`config.mk`:
```
export PLATFORM = sky130hd
export DESIGN_NAME = regfile_sb
export DESIGN_NICKNAME = d
export VERILOG_FILES = /design/src/rtl/regfile_pkg.sv /design/src/rtl/regfile_scoreboard.sv /design/src/rtl/regfile_sb.sv
export SDC_FILE = /design/constraint.sdc
export NUM_CORES = 2
export LEC_CHECK = 0
export ABC_CLOCK_PERIOD_IN_PS = 34000
export CAP_MARGIN = 20
export CORE_ASPECT_RATIO = 1.75
export CORE_UTILIZATION = 45
export CTS_CLUSTER_SIZE = 8
export DETAILED_ROUTE_END_ITERATION = 16
export GPL_TIMING_DRIVEN = 0
export PLACE_DENSITY_LB_ADDON = 0.08
export SLEW_MARGIN = 40
export SYNTH_ARGS = -nofsm -noshare
export SYNTH_HDL_FRONTEND = slang
export SYNTH_SLANG_ARGS = --single-unit
```
`constraint.sdc`:
```
create_clock -name clk -period 34 [get_ports clk]
set_input_delay 6.8 -clock clk [delete_from_list [all_inputs] [get_ports clk]]
set_output_delay 6.8 -clock clk [all_outputs]
set_load 0.03 [all_outputs]
```
`src/rtl/regfile_pkg.sv`:
```
// Shared types and defaults for the scoreboarded register file.
// Optional same-cycle writeback bypass is enabled with REGFILE_BYPASS_EN.
package regfile_pkg;
    localparam int XLEN_DEF  = 32;
    localparam int NREGS_DEF = 32;
    localparam int AW_DEF    = $clog2(NREGS_DEF);

    typedef logic [AW_DEF-1:0]   reg_idx_t;
    typedef logic [XLEN_DEF-1:0] xdata_t;

    localparam reg_idx_t ZERO_REG = '0;
endpackage

```
`src/rtl/regfile_scoreboard.sv`:
```
// Per-register pending bits: claims set, writebacks clear, set beats clear.
// With REGFILE_BYPASS_EN the WAW check sees this cycle's clears.
module regfile_scoreboard
    import regfile_pkg::*;
#(
    parameter int NREGS  = NREGS_DEF,
    parameter int NWRITE = 2,
    parameter int AW     = $clog2(NREGS)
) (
    input  logic                         clk,
    input  logic                         rst,
    input  logic                         iss_valid,
    input  logic [AW-1:0]                iss_rd,
    output logic                         iss_ready,
    input  logic [NWRITE-1:0]            wb_en,
    input  logic [NWRITE-1:0][AW-1:0]    wb_addr,
    output logic [NREGS-1:0]             pend_vec
);
    logic [NREGS-1:0] pend_q, pend_d, clr, set;

    always_comb begin
        clr = '0;
        set = '0;
        for (int j = 0; j < NWRITE; j++) begin
            if (wb_en[j] && wb_addr[j] != AW'(ZERO_REG)) clr[wb_addr[j]] = 1'b1;
        end
`ifdef REGFILE_BYPASS_EN
        iss_ready = !(iss_rd != AW'(ZERO_REG) && pend_q[iss_rd] && !clr[iss_rd]);
`else
        iss_ready = !(iss_rd != AW'(ZERO_REG) && pend_q[iss_rd]);
`endif
        if (iss_valid && iss_ready && iss_rd != AW'(ZERO_REG)) set[iss_rd] = 1'b1;
        // New producer wins over the retiring one on the same register
        pend_d    = (pend_q & ~clr) | set;
        pend_d[0] = 1'b0;
    end

    always_ff @(posedge clk or posedge rst) begin
        if (rst) pend_q <= '0;
        else     pend_q <= pend_d;
    end

    assign pend_vec = pend_q;
endmodule

```
`src/rtl/regfile_sb.sv`:
```
// Multi-port register file with combinational reads and a pending scoreboard.
// Define REGFILE_BYPASS_EN to forward same-cycle writeback data to the read ports.
module regfile_sb
    import regfile_pkg::*;
#(
    parameter int XLEN   = XLEN_DEF,
    parameter int NREGS  = NREGS_DEF,
    parameter int NREAD  = 2,
    parameter int NWRITE = 2,
    localparam int AW    = $clog2(NREGS)
) (
    input  logic                           clk,
    input  logic                           rst,
    input  logic [NREAD-1:0][AW-1:0]       rd_addr,
    output logic [NREAD-1:0][XLEN-1:0]     rd_data,
    output logic [NREAD-1:0]               rd_pending,
    input  logic                           iss_valid,
    input  logic [AW-1:0]                  iss_rd,
    output logic                           iss_ready,
    input  logic [NWRITE-1:0]              wb_en,
    input  logic [NWRITE-1:0][AW-1:0]      wb_addr,
    input  logic [NWRITE-1:0][XLEN-1:0]    wb_data,
    output logic [NREGS-1:0]               pend_vec
);
    logic [XLEN-1:0] regs_q [NREGS];

    regfile_scoreboard #(.NREGS(NREGS), .NWRITE(NWRITE), .AW(AW)) u_sb (
        .clk       (clk),
        .rst       (rst),
        .iss_valid (iss_valid),
        .iss_rd    (iss_rd),
        .iss_ready (iss_ready),
        .wb_en     (wb_en),
        .wb_addr   (wb_addr),
        .pend_vec  (pend_vec)
    );

    // Ascending port order makes the highest-indexed colliding writer win
    always_ff @(posedge clk or posedge rst) begin
        if (rst) begin
            for (int r = 0; r < NREGS; r++) regs_q[r] <= '0;
        end else begin
            for (int j = 0; j < NWRITE; j++) begin
                if (wb_en[j] && wb_addr[j] != AW'(ZERO_REG)) regs_q[wb_addr[j]] <= wb_data[j];
            end
        end
    end

    always_comb begin
        for (int i = 0; i < NREAD; i++) begin
            rd_data[i]    = regs_q[rd_addr[i]];
            rd_pending[i] = pend_vec[rd_addr[i]];
`ifdef REGFILE_BYPASS_EN
            for (int j = 0; j < NWRITE; j++) begin
                if (wb_en[j] && wb_addr[j] != AW'(ZERO_REG) && wb_addr[j] == rd_addr[i]) begin
                    rd_data[i]    = wb_data[j];
                    rd_pending[i] = 1'b0;
                end
            end
`endif
            if (rd_addr[i] == AW'(ZERO_REG)) begin
                rd_data[i]    = '0;
                rd_pending[i] = 1'b0;
            end
        end
    end
endmodule

```
* Word level (Yosys, flattened, before mapping) *
Index checks and enable logic that the tools add are counted.

cells by class
  muxes and demuxes = 33
  magnitude comparators = 14
  reduce and logical (&&, ||, !) cells = 16
  bitwise operators = 8

operators by type and width
  cell                number
  $bwmux 1024         2
  $mux 1024           2
  $mux 32             11
  $bmux 32 s5         2
  $demux 32 s5        2
  $or 32x32->32       2
  $and 32x32->32      1
  $not 32->32         1
  $lt 5x6->1 const B  5
  $ge 6x6->1 const B  4
  $not 5->6           4
  $bmux 1 s5          3
  $demux 1 s5         3
  $ge 5x1->1 const B  3
  $reduce_bool 5->1   3
  $lt 6x1->1 const B  2
  $logic_and 1x1->1   10
  $logic_not 5->1     2
  $mux 1              8
  $logic_not 1->1     1

storage, ports and cells
  register bits = 1055
  word-level logic and storage cells = 104
  bits of input ports = 94

* Longest topological paths before layout *
  word-level depth = 10
  depth in mapped cells = 7

* Modules after synthesis *
From an unflattened synthesis, not the netlist that was laid out.

unflattened totals
  cells, all modules = 6221
  area, all modules = 66301.1 um^2

modules (own cells, without submodules)
  module              area an instance (um^2)  instances  sequential area each (um^2)  cells each
  regfile_sb          64207.8                  1          25624.6                      6007
  regfile_scoreboard  2093.3                   1          775.7                        214

* Worst setup path before layout *
Ideal clock, no wire load.

  path kind = in2out
  from = input port rd_addr[0] in the netlist's numbering
  to = output port rd_data[0] in the netlist's numbering
  stages on the path = 7
  path slack = 18660 ps
  arrival = 8540 ps
  cell sequence = buf_2 > buf_2 > and3b_1 > clkbuf_1 > a22oi_1 > o211ai_1 > o21ai_0

RTL lines
  what                line              text
  start: declaration  regfile_sb.sv:14  input logic [NREAD-1:0][AW-1:0] rd_addr,
  end: declaration    regfile_sb.sv:15  output logic [NREAD-1:0][XLEN-1:0] rd_data,

==> metrics.md <==
| Metric | Value |
|---|---|
| MaxCap Viol Count | 0 |
| Clock tree buffer depth | 3 |
| Synthesized net count | around 6.4k |
| CP Data Required Time | 27200 ps |
| Rows | 184 |
| Vias in the first global route | 55.58k |
| Crit path time final | ~18000 ps |
| Element type at the critical path end | output port |
| Combinational power share | between 20% and 30% |
| Clock Latency Late Sink | roughly 800 ps |
| Share of cells above drive strength 1 | 13.17% |
| Initial antenna violation count | 15 |
| PortBufs | roughly 180 |
| Total Power | 0.004534 W |
| Multi-input logic area | about 36000 sq um |
| Slew margin rel. | between 30% and 40% |
| GR Util met3 | roughly 8.9% |
| Fill count | roughly 13k |
| #FFs+latches synth | ~1.1k |
| Clk sink count | 1055 |
| Io pins | about 190 |
| Synth area leaders | dfrtp_1 40%, mux2i_1 22%, mux4_2 12%, a21oi_1 4.7%, nor2_1 3.8% |
| Total setup buffers inserted after CTS | 0 |
| Die Area | 146800 sq um |
| Met1 Usage GRT | between 40% and 50% |
| DR pass1 iterations | 8 |
| Pwr dens | between 60 and 70 nW/um^2 |
| Detailed Place HPWL | approximately 260000 um |
| Total track usage | between 40% and 50% |
| Critical Path AT | 11510 ps |
| RSZ-0062 raised after global routing | false |
| H-tree levels | 4 |
| CTS Buf Count | 150 |
| Min-delay worst type | reg -> reg |
| Synth-to-Final Area Change | 14.98% |
| Post-Syn Area | around 65000 sq um |
| Post-synth EDFFs | 0 |
| Clock-pin transition on the worst setup and hold timing paths | about 50 ps |
| Synthesis Warnings | 0 |
| Setup_tns | 0 ps |
| Pint | 0.002965 W |
| Crit Path Max Fanout | 11 |
| Cells after synthesis | between 6k and 7k |
| Initial Util | between 40% and 50% |
| Maximum clock rate | about 55 MHz |
| Sequential share of the synthesized area | between 40 and 50% |
| Switching share of power | 34.60% |
| Register area | between 20000 and 30000 sq um |
| Routed Antenna Nets | 0 |
| Max Slew Vio Count | 0 |
| Power share of the clock group | approximately 31% |
| Primary FF master, synth | dfrtp_1 |
| Netlist cell types | 47 |
| P_sw | ~0.0016 W |
| Global-route wire length before repair | 431500 um |
| Vias | 55.73k |
| CP Launch Type | input port |
| Starting DRT DRC Count | roughly 5.8k |
| Die H | about 500 um |
| Setup Crit Path Kind | in -> out |
| Total gr overflow | 0 |
| Layout Nets | around 6.8k |
| Largest net degree at the start of global routing | 26 |
| Busiest grt layer | met2 |
| Cts hold-fix bufs | 0 |
| Setup Viol. Count Final | 0 |
| WL per Instance | 36.84 um |
| Hold_ws | 472.3 ps |
| GP Congestion | approximately 1.0 |
| Tightest Pin Transition | a little under 1000 ps |
| Max Clock Skew | about 11 ps |
| Peak supply drop | 56.42 uV |
| Hold Vio Cnt, Final | 0 |
| Status | completed |
| CTS resizes | 0 |
| Sequential power share | about two fifths |
| Total core area | about 140000 sq um |
| Synth area leader | dfrtp_1 |
| P_leak | approximately 33 nW |
| Clk Tree Root Cell | clkbuf_16 |
| Grt met2 use | roughly 68% |
| Routed WL | 316800 um |
| Final non-filler cell total | about 8.6k |
| TritonCTS clock tree | done |
| Placed cell count | approximately 8.4k |
| Final period util | between 50% and 60% |
| # DRC | 0 |
| Die Wd | 290.1 um |
| Via-to-Cell Ratio | about 6.5 |
| Ys async rst share | 100.0% |
| Syn avg cell area | around 10 sq um |
| Top cell type's share of synthesized area | between 40% and 50% |
[per-stage QoR]
stage	cell area (sq um)	utilization [%]	setup slack, ps
after floorplan	65360	-	12650
after global placement	69510	48.31	5007
after detailed placement	71040	49.37	16010
after CTS	75110	52.20	16010
after global routing	75130	52.22	15830
final	75150	52.23	15690
[registers in the layout, indices dropped and copies added (netlist names)]
| register | cells |
|---|---|
| regs_q | 1024 |
| u_sb.pend_vec | 31 |
[synthesized netlist by cell type (4+ instances only)]
| master | number |
|---|---|
| or2_2 | 4 |
| nor2_1 | 653 |
| and2_0 | 4 |
| buf_1 | 38 |
| o21ai_1 | 11 |
| nor2_2 | 12 |
| o2bb2ai_1 | 13 |
| or3_1 | 5 |
| a21oi_1 | 612 |
| o21ai_0 | 396 |
| inv_1 | 15 |
| mux2i_1 | 1418 |
| nor2b_1 | 13 |
| a22o_1 | 66 |
| buf_2 | 194 |
| clkbuf_1 | 524 |
| buf_4 | 14 |
| and3b_1 | 4 |
| nand3_1 | 4 |
| mux4_2 | 353 |
| nand2b_1 | 7 |
| o221ai_1 | 24 |
| dfrtp_1 | 1055 |
| a22oi_1 | 177 |
| nand2_1 | 458 |
| and2_1 | 47 |
| a32o_1 | 18 |
| o211ai_1 | 44 |
| a31oi_1 | 95 |
| and3_1 | 4 |
| nor4bb_1 | 4 |
[cell type report]
class	count	share of cell area, %
diodes	8	0.02664
inverters	15	0.07992
clock inverters	11	0.2964
multi-input cells	4479	47.64
flip-flops and latches	1055	35.13
clock buffers	159	5.123
well taps	1860	3.097
plain buffers	770	4.354
repair buffers	244	4.259
[path summary, 6_finish.rpt]
kind	from	to	slack (ps)	cells past startpoint
max	rd_addr[6]	rd_data[63]	15690	9
min	regs_q[1002]	regs_q[1002]	470	1
max reg2reg	u_sb.pend_vec[23]	u_sb.pend_vec[28]	31760	4
min reg2reg	regs_q[1002]	regs_q[1002]	470	1
max in group asynchronous	rst	regs_q[9]	25150	13
min in group asynchronous	rst	regs_q[981]	6360	2
[power by group through the flow]
stage / sequential [W] / clock (W) / combinational (W)
finish: 0.00188 / 0.00141 / 0.00124
global route: 0.00191 / 0.00146 / 0.00131
CTS: 0.00186 / 0.00142 / 0.00121
detailed placement: 0.00188 / 0 / 0.00121
global placement: 0.00186 / 0 / 0.00116
floorplan: 0.00179 / 0 / 0.000821
[cells by family (layout without fill, tap and decap cells)]
group | count (synthesis) | count (layout) | synth area share (%)
AO/OA/AOI/OAI | 1463 | 1463 | 13.00
buffers and inverters | 785 | 1199 | 4.960
flip-flops | 1055 | 1055 | 40.39
multiplexers | 1771 | 1771 | 33.88
other | 1 | 9 | 0.005738
AND/OR/NAND/NOR | 1244 | 1244 | 7.761
[per-layer routing]
metal  vias to the layer above  share of wire [%]  wire, um
li1                      23740                  -         -
met1                     28010                 36    114200
met2                      3031                 46    147200
met3                       938                8.1     25660
met4                        10                9.4     29730
met5                         -              0.021        67
[placed cells by master (no fill, tap or decap), types with 5 or more instances in the layout]
| cell | instances |
|---|---|
| mux2i_1 | 1418 |
| dfrtp_1 | 1055 |
| nor2_1 | 649 |
| a21oi_1 | 610 |
| clkbuf_1 | 473 |
| nand2_1 | 458 |
| o21ai_0 | 396 |
| mux4_2 | 353 |
| buf_2 | 198 |
| clkdlybuf4s50_1 | 182 |
| a22oi_1 | 177 |
| clkbuf_16 | 152 |
| a31oi_1 | 95 |
| a22o_1 | 66 |
| clkbuf_2 | 57 |
| and2_1 | 47 |
| o211ai_1 | 44 |
| buf_1 | 31 |
| buf_16 | 28 |
| buf_12 | 26 |
| o221ai_1 | 24 |
| buf_4 | 18 |
| a32o_1 | 18 |
| nor2_2 | 16 |
| inv_1 | 14 |
| o2bb2ai_1 | 13 |
| nor2b_1 | 11 |
| o21ai_1 | 11 |
| diode_2 | 8 |
| nand2b_1 | 7 |
| or3_1 | 5 |
[worst max-delay path, cell delays in order]
cell	delay, ps
clkdlybuf4s50_1	610
buf_2	630
buf_2	650
buf_2	540
mux2i_1	340
a22oi_1	110
a31oi_1	710
o21ai_0	370
clkdlybuf4s50_1	690
Power figures use the tool's default switching activity.
